### src/rtl/ws2812_tx.sv
// ws2812_tx -- WS2812 single-wire NRZ frame transmitter.
//
// Reads LED_CNT 24-bit GRB pixels one at a time through an index/data port
// and shifts them out MSB first (G7..G0, R7..R0, B7..B0). Each bit is a
// high pulse (T1H or T0H cycles) followed by a low tail, TBIT cycles in
// total. The latch period after the last bit is RESET_CYCLES cycles long.
//
// Ports
//   clk, rst_n     clock, asynchronous active-low reset
//   start_i        single-cycle frame request, honoured only while idle
//   pixel_idx_o    index of the pixel needed next (prefetched one bit early)
//   pixel_data_i   pixel at pixel_idx_o, {G,R,B}, combinational from source
//   led_o          WS2812 data line (registered)
//   busy_o         high from the accepted start until the latch period ends
//   done_o         one-cycle pulse in the final latch cycle
//
// Parameter legality: LED_CNT >= 1, 1 <= T0H < T1H < TBIT, RESET_CYCLES >= 2.
module ws2812_tx #(
  parameter int LED_CNT      = 3,
  parameter int TBIT         = 12,
  parameter int T0H          = 4,
  parameter int T1H          = 8,
  parameter int RESET_CYCLES = 600,
  localparam int IDX_W       = (LED_CNT > 1) ? $clog2(LED_CNT) : 1
) (
  input  logic             clk,
  input  logic             rst_n,
  input  logic             start_i,
  output logic [IDX_W-1:0] pixel_idx_o,
  input  logic [23:0]      pixel_data_i,
  output logic             led_o,
  output logic             busy_o,
  output logic             done_o
);

  localparam int CNT_MAX = (TBIT > RESET_CYCLES) ? TBIT : RESET_CYCLES;
  localparam int CNT_W   = $clog2(CNT_MAX + 1);

  // Terminal counts: counter value in the last cycle of each phase.
  localparam logic [CNT_W-1:0] HI1_LAST   = CNT_W'(T1H - 1);
  localparam logic [CNT_W-1:0] HI0_LAST   = CNT_W'(T0H - 1);
  localparam logic [CNT_W-1:0] LO1_LAST   = CNT_W'(TBIT - T1H - 1);
  localparam logic [CNT_W-1:0] LO0_LAST   = CNT_W'(TBIT - T0H - 1);
  // The final latch cycle is spent in IDLE with done_o high, so LATCH
  // itself lasts one cycle less than the full low period.
  localparam logic [CNT_W-1:0] LATCH_LAST = CNT_W'(RESET_CYCLES - 2);
  localparam logic [IDX_W-1:0] PIX_LAST   = IDX_W'(LED_CNT - 1);

  typedef enum logic [1:0] {
    IDLE  = 2'd0,
    HIGH  = 2'd1,
    LOW   = 2'd2,
    LATCH = 2'd3
  } state_t;

  state_t           state_q, state_d;
  logic [CNT_W-1:0] cnt_q, cnt_d;
  logic [23:0]      shift_q, shift_d;
  logic [4:0]       bit_q, bit_d;
  logic [IDX_W-1:0] pix_q, pix_d;
  logic [IDX_W-1:0] idx_q, idx_d;
  logic             led_q, led_d;
  logic             busy_q, busy_d;
  logic             done_q, done_d;

  logic [CNT_W-1:0] hi_last, lo_last;

  always_ff @(posedge clk or negedge rst_n) begin
    if (!rst_n) begin
      state_q <= IDLE;
      cnt_q   <= '0;
      shift_q <= '0;
      bit_q   <= '0;
      pix_q   <= '0;
      idx_q   <= '0;
      led_q   <= 1'b0;
      busy_q  <= 1'b0;
      done_q  <= 1'b0;
    end else begin
      state_q <= state_d;
      cnt_q   <= cnt_d;
      shift_q <= shift_d;
      bit_q   <= bit_d;
      pix_q   <= pix_d;
      idx_q   <= idx_d;
      led_q   <= led_d;
      busy_q  <= busy_d;
      done_q  <= done_d;
    end
  end

  always_comb begin
    state_d = state_q;
    cnt_d   = cnt_q + 1'b1;
    shift_d = shift_q;
    bit_d   = bit_q;
    pix_d   = pix_q;
    idx_d   = idx_q;
    led_d   = led_q;
    busy_d  = busy_q;
    done_d  = 1'b0;

    // shift_q[23] is the bit on the wire for both its HIGH and LOW phase;
    // the shift happens only when the bit is complete.
    hi_last = shift_q[23] ? HI1_LAST : HI0_LAST;
    lo_last = shift_q[23] ? LO1_LAST : LO0_LAST;

    unique case (state_q)
      IDLE: begin
        cnt_d = '0;
        led_d = 1'b0;
        if (start_i) begin
          shift_d = pixel_data_i;
          bit_d   = 5'd23;
          pix_d   = '0;
          busy_d  = 1'b1;
          led_d   = 1'b1;
          state_d = HIGH;
        end
      end

      HIGH: begin
        if (cnt_q == hi_last) begin
          cnt_d   = '0;
          led_d   = 1'b0;
          state_d = LOW;
        end
      end

      LOW: begin
        if (cnt_q == lo_last) begin
          cnt_d = '0;
          if (bit_q != 5'd0) begin
            shift_d = {shift_q[22:0], 1'b0};
            bit_d   = bit_q - 5'd1;
            led_d   = 1'b1;
            state_d = HIGH;
            // Entering the last bit of a non-final pixel: present the next
            // index now so the source has a full bit time to settle.
            if (bit_q == 5'd1 && pix_q != PIX_LAST)
              idx_d = pix_q + 1'b1;
          end else if (pix_q != PIX_LAST) begin
            shift_d = pixel_data_i;
            bit_d   = 5'd23;
            pix_d   = pix_q + 1'b1;
            led_d   = 1'b1;
            state_d = HIGH;
          end else begin
            idx_d   = '0;
            led_d   = 1'b0;
            state_d = LATCH;
          end
        end
      end

      LATCH: begin
        led_d = 1'b0;
        if (cnt_q == LATCH_LAST) begin
          cnt_d   = '0;
          busy_d  = 1'b0;
          done_d  = 1'b1;
          state_d = IDLE;
        end
      end

      default: begin
        cnt_d   = '0;
        led_d   = 1'b0;
        busy_d  = 1'b0;
        state_d = IDLE;
      end
    endcase
  end

  assign pixel_idx_o = idx_q;
  assign led_o       = led_q;
  assign busy_o      = busy_q;
  assign done_o      = done_q;

endmodule

### config.mk
export PLATFORM = sky130hd
export DESIGN_NAME = ws2812_tx
export DESIGN_NICKNAME = d
export VERILOG_FILES = /design/src/rtl/ws2812_tx.sv
export SDC_FILE = /design/constraint.sdc
export NUM_CORES = 1
export LEC_CHECK = 0
export CAP_MARGIN = 15
export CORE_UTILIZATION = 49
export CTS_CLUSTER_SIZE = 14
export DETAILED_ROUTE_END_ITERATION = 10
export PLACE_DENSITY = 0.75
export SYNTH_ARGS = -nofsm -noshare
export SYNTH_HDL_FRONTEND = slang
export SYNTH_SLANG_ARGS = --single-unit
### constraint.sdc
create_clock -name clk -period 2.1 [get_ports clk]
set_input_delay 0.63 -clock clk [delete_from_list [all_inputs] [get_ports clk]]
set_output_delay 0.63 -clock clk [all_outputs]
set_load 0.005 [all_outputs]
Yosys cells after proc, flatten, opt, wreduce, memory -nomap -nowiden:

Index checks and enable logic that the tools add are counted.

* register bits after elaboration: 48
* bits of input ports: 27
* output and inout port bits: 5
* word-level logic and storage cells: 82

* $add $sub $neg: 3
* eq/ne operators: 17
* multiplexer cells: 42
* reductions and logical operators: 11

Operators with widths (number)
* $mux 24: 4
* $pmux 24 s2: 1
* $pmux 10 s4: 1
* $mux 10: 3
* $mux 2: 13
* $eq 10x3->1: 2
* $mux 5: 4
* $ne 2x2->1 const B: 8
* $reduce_and 4->1: 3
* $add 10x1->10 const B: 1
* $eq 10x10->1 const B: 1
* $pmux 5 s2: 1
* $mux 1: 9
* $pmux 2 s4: 1
* $mux 3: 2
* $eq 5x1->1 const B: 1
* $reduce_and 5->1: 1
* $reduce_bool 5->1: 1
* $sub 5x1->5 const B: 1
* $eq 2x2->1 const B: 2
* $pmux 1 s4: 1
* $pmux 2 s2: 1
* $reduce_bool 2->1: 2
* $ne 3x3->1 const B: 1
* other kinds (8): 8

Longest topological paths before layout:

* depth after elaboration: 5
* gate-level depth with buffers: 9
* mapped depth without buffers: 7

Worst setup path after synthesis:

OpenSTA, ideal clock, no wires.

* path type: register -> register
* start point: reg bit_q[0]
* end point: reg bit_q[1]
* setup time: 0.135 ns
* arrival: 1.946 ns
* data required time: 1.965 ns
* path slack: 0.019 ns
* cell stages (with the launch flop): 10
* path buffers: 2
* period minus slack after synthesis: 2.081 ns
* cells stage by stage: dfrtp_1 inv_1 ha_1 or4b_1 o2111a_2 o21ba_1 buf_6 buf_6 nor2_1 a31oi_1

* word-level cells in the longest chain between the ends: 4
* elaborated cells between the ends (all ways): 7
* those cells by class: 1 x add/sub; 1 x eq/ne; 3 x mux; 2 x reduce/logical

RTL lines
* start: declaration: line 59 `logic [4:0] bit_q, bit_d;`
* start signal: assignment: line 83 `bit_q <= bit_d;`
* $sub 5x1->5 or $reduce_bool 5->1 (tied branches): line 135, 133
* $mux 5: line 133 `if (bit_q != 5'd0) begin`
* $mux 5: line 131 `if (cnt_q == lo_last) begin`
* $pmux 5 s2: line 108 `unique case (state_q)`

Parallel ways exist; a longest one is shown, timed or not. The select of a mux whose other input is x is not followed.
A chain may end at the register's enable or synchronous reset.

Final worst setup path:

* start point: reg bit_q[1]
* end point: reg shift_q[2]

* word-level cells in the longest chain between the ends: 4
* elaborated cells between the ends (all ways): 6
* those cells by class: 1 x eq/ne; 3 x mux; 2 x reduce/logical

RTL lines
* $reduce_bool 5->1 *: line 133
* $mux 24: line 133
* $mux 24: line 131
* $pmux 24 s2: line 108
* end signal: assignment: line 82 `shift_q <= shift_d;`
* end: declaration: line 58 `logic [23:0] shift_q, shift_d;`

Every way passes the cells marked *; elsewhere a longest branch is shown, timed or not. The select of a mux whose other input is x is not followed.

==> impl_metrics.sql <==
INSERT INTO impl_metrics (metric_group, metric, value, unit) VALUES
('status', 'run_status', 'completed', ''),
('floorplanning', 'die-area', '5270', 'µm²'),
('worst_setup_path', 'cp-start-kind', 'register', ''),
('sta', 'period_minus_slack', '2.06', 'ns'),
('detailed_routing', 'post_drt_wl_per_cell', '14.3', 'µm'),
('logic_synthesis', 'synth_top_area_frac', '0.492', ''),
('sta', 'post-route-period-util', '0.983', ''),
('grt', 'first_pass_grt_wire_length', '8110', 'µm'),
('worst_setup_path', 'critical_path.max_stage_delay', '0.46', 'ns'),
('sta', 'report.final.hold_viol_count', '0', ''),
('logic_synthesis', 'post_synth_num_cell_types', '43', ''),
('grt', 'grt_remaining_overflow', '0', ''),
('logic_synthesis', 'mappedNetlistNets', '267', ''),
('placed_design', 'dpl.hpwl', '3360', 'µm'),
('cells_and_area', 'antenna_cells_inserted', '0', ''),
('worst_setup_path', 'worstSetupPathType', 'register to register', ''),
('sta', 'worst_slack', '0.0362', 'ns'),
('floorplanning', 'die_width', '72.6', 'µm'),
('worst_setup_path', 'r2r_slack', '0.04', 'ns'),
('logic_synthesis', 'synth_area', '2440', 'µm²'),
('sta', 'rsz_0062_raised_after_global_routing', 'true', ''),
('placed_design', 'preCtsSetupSlack', '-0.0255', 'ns'),
('detailed_routing', 'drt_first_pass_iters', '4', ''),
('floorplanning', 'starting_density_of_the_core', '0.514', ''),
('logic_synthesis', 'synthMostInstantiatedCell', 'dfrtp_1', ''),
('run', 'max_cap_violations', '0', ''),
('logic_synthesis', 'yosys.area.top_type', 'dfrtp_1', ''),
('grt', 'via_count_of_the_first_global_routing_pass', '1764', ''),
('detailed_routing', 'routed_via_density', '5.40', ''),
('logic_synthesis', 'synth.ff_latch_count', '48', ''),
('power', 'power.density', '1090', 'nW/µm²'),
('clock_network', 'ctsRootBufferMaster', 'clkbuf_8', ''),
('sta', 'setup-violations-final', '0', ''),
('clock_network', 'numClockSinks', '48', ''),
('sta', 'finalMaxSlewViolations', '0', ''),
('sta', 'clock.fmax', '485', 'MHz'),
('clock_network', 'tritoncts_clock_tree', 'built', ''),
('clock_network', 'cts.repair_timing.setup_buffer_count', '0', ''),
('logic_synthesis', 'post_synth_inst_count', '235', ''),
('hold_path', 'hp-class', 'primary input to async pin', ''),
('logic_synthesis', 'yosysSeqAreaShare', '0.492', ''),
('worst_setup_path', 'setup.worst_path.end_class', 'register', ''),
('cells_and_area', 'final_layout_size_suffix_gt1_frac', '0.206', ''),
('detailed_routing', 'first_iter_violations', '143', ''),
('cells_and_area', 'final_design_area_no_fill', '3120', 'µm²'),
('placed_design', 'placed_area', '2940', 'µm²'),
('logic_synthesis', 'warning_count_from_the_yosys_run', '0', ''),
('floorplanning', 'ioPinCount', '32', ''),
('clock_network', 'worst_skew_pair.late_latency', '0.30', 'ns'),
('logic_synthesis', 'synth_top_cells_by_count', 'dfrtp_1 (48), nor2_1 (40), a21oi_1 (28)', ''),
('clock_network', 'cts_inserted_buffers', '5', ''),
('clock_network', 'clockBufferDepth', '2', ''),
('detailed_routing', 'post-route-drc-count', '0', ''),
('worst_setup_path', 'crit_chain', 'inv_2 > ha_4 > or4b_4 > o2111a_2 > o21ba_4 > buf_12 > nor2_1 > a21oi_1', ''),
('floorplanning', 'die_height', '72.6', 'µm'),
('clock_network', 'cts_htree_levels', '2', ''),
('placed_design', 'routabilityCongestion', '0.854', ''),
('worst_setup_path', 'timing.rr.start', 'bit_q[1]', ''),
('grt', 'pin_count_of_the_biggest_net_entering_global_routing', '51', ''),
('sta', 'finClkSkew', '0.0107', 'ns'),
('grt', 'number_of_antenna_violations_at_the_first_check_in_global_routing', '0', ''),
('worst_setup_path', 'critPathTopFamily', 'simple AND/OR/NAND/NOR gates', ''),
('cells_and_area', 'post_layout_nets', '318', ''),
('detailed_routing', 'routed-via-count', '1910', ''),
('detailed_routing', 'routed_wl', '5080', 'µm'),
('power', 'total_leakage_power', '1.25', 'nW'),
('power', 'ir_drop', '0.547', 'mV'),
('clock_network', 'path_clk_slew', '0.09', 'ns'),
('detailed_routing', 'drt.antenna.violating_nets', '0', ''),
('grt', 'gr-usage-all-layers', '0.202', ''),
('logic_synthesis', 'synth-main-ff-cell', 'dfrtp_1', '');
## worst reg2reg max path, cell delays in order (launching register included)
cell	delay, ns
dfrtp_1	0.41
inv_2	0.09
ha_4	0.15
or4b_4	0.46
o2111a_2	0.27
o21ba_4	0.22
buf_12	0.17
nor2_1	0.11
a21oi_1	0.05
## where the power goes
part | total, mW | leakage, nW | switching [mW] | internal (mW)
sequential | 1.50 | 0.556 | 0.265 | 1.24
combinational | 1.32 | 0.646 | 0.647 | 0.668
clock | 0.570 | 0.0445 | 0.302 | 0.268
## stage by stage
step,hold slack [ns],utilization,power [mW],setup TNS (ns),std cells
floorplan,0.334,-,2.30,0,235
global placement,0.486,0.618,2.67,0,345
detailed placement,0.506,0.618,2.71,-0.0942,345
CTS,0.233,0.640,3.31,0,353
global route,0.249,0.656,3.63,-0.0109,354
finish,0.236,0.656,3.39,0,354
## registers in the layout, summed over array words and instances, names as in the netlist
register     cells
done_o           1
shift_q         24
pix_q            2
led_o            1
state_q          2
pixel_idx_o      2
bit_q            5
busy_o           1
cnt_q           10
## final cells by class
class                   instances  area [µm²]
clock buffers                   7        86.3
clock inverters                 1        7.51
fillers                       400        1640
inverters                       7        26.3
multi-input cells             169        1190
flip-flops and latches         48        1200
well taps                      67        83.8
repair buffers                 55         528
## worst max path at each step
stage,startpoint,endpoint,slack [ns]
floorplan,bit_q[0],bit_q[1],0.02
global placement,bit_q[1],shift_q[14],0.03
detailed placement,bit_q[1],shift_q[2],-0.03
CTS,bit_q[1],shift_q[2],0.02
global route,bit_q[1],shift_q[5],-0.007
finish,bit_q[1],shift_q[2],0.04
## logic make-up after synthesis
kind of cell             Yosys count  share of synthesized area
adder cells (fa/ha/maj)            5                     0.0256
AND/OR/NAND/NOR                   78                      0.163
XOR/XNOR                          10                     0.0359
buffers and inverters             18                     0.0482
AO/OA/AOI/OAI                     50                      0.128
multiplexers                      26                      0.108
flip-flops                        48                      0.492
## routing by layer
layer,vias to the layer above,wire [µm],GRT usage
met4,0,61,0.0523
met2,32,2500,0.332
met5,-,0,0
met3,6,141,0.0470
met1,941,2370,0.270
li1,931,-,-
## cells in the final DEF, fill, tap and decap left out, types with 2 or more instances in the layout
cell type	netlist	layout
dfrtp_1	48	48
nor2_1	40	31
clkdlybuf4s50_1	0	30
a21oi_1	28	27
mux2i_1	23	23
buf_4	0	21
nor2_2	2	10
nand2_1	8	8
xor2_1	8	8
inv_1	7	6
clkbuf_8	0	6
nand4_1	5	5
nand3_1	4	4
o21ai_0	6	4
ha_1	5	4
and3_1	3	3
o21ai_1	1	3
mux2_2	3	3
o21a_1	2	2
xnor2_1	2	2
or4_1	3	2
nor2b_1	2	2
a211oi_1	2	2
nor3_1	3	2
buf_12	0	2
## repair_timing
item,in CTS,in global routing
pin swaps,0,1
hold buffers,0,0
endpoints found under the setup margin,27,31
gates resized for setup,3,18
gates cloned,0,1
(Power assumes the default switching activity.)
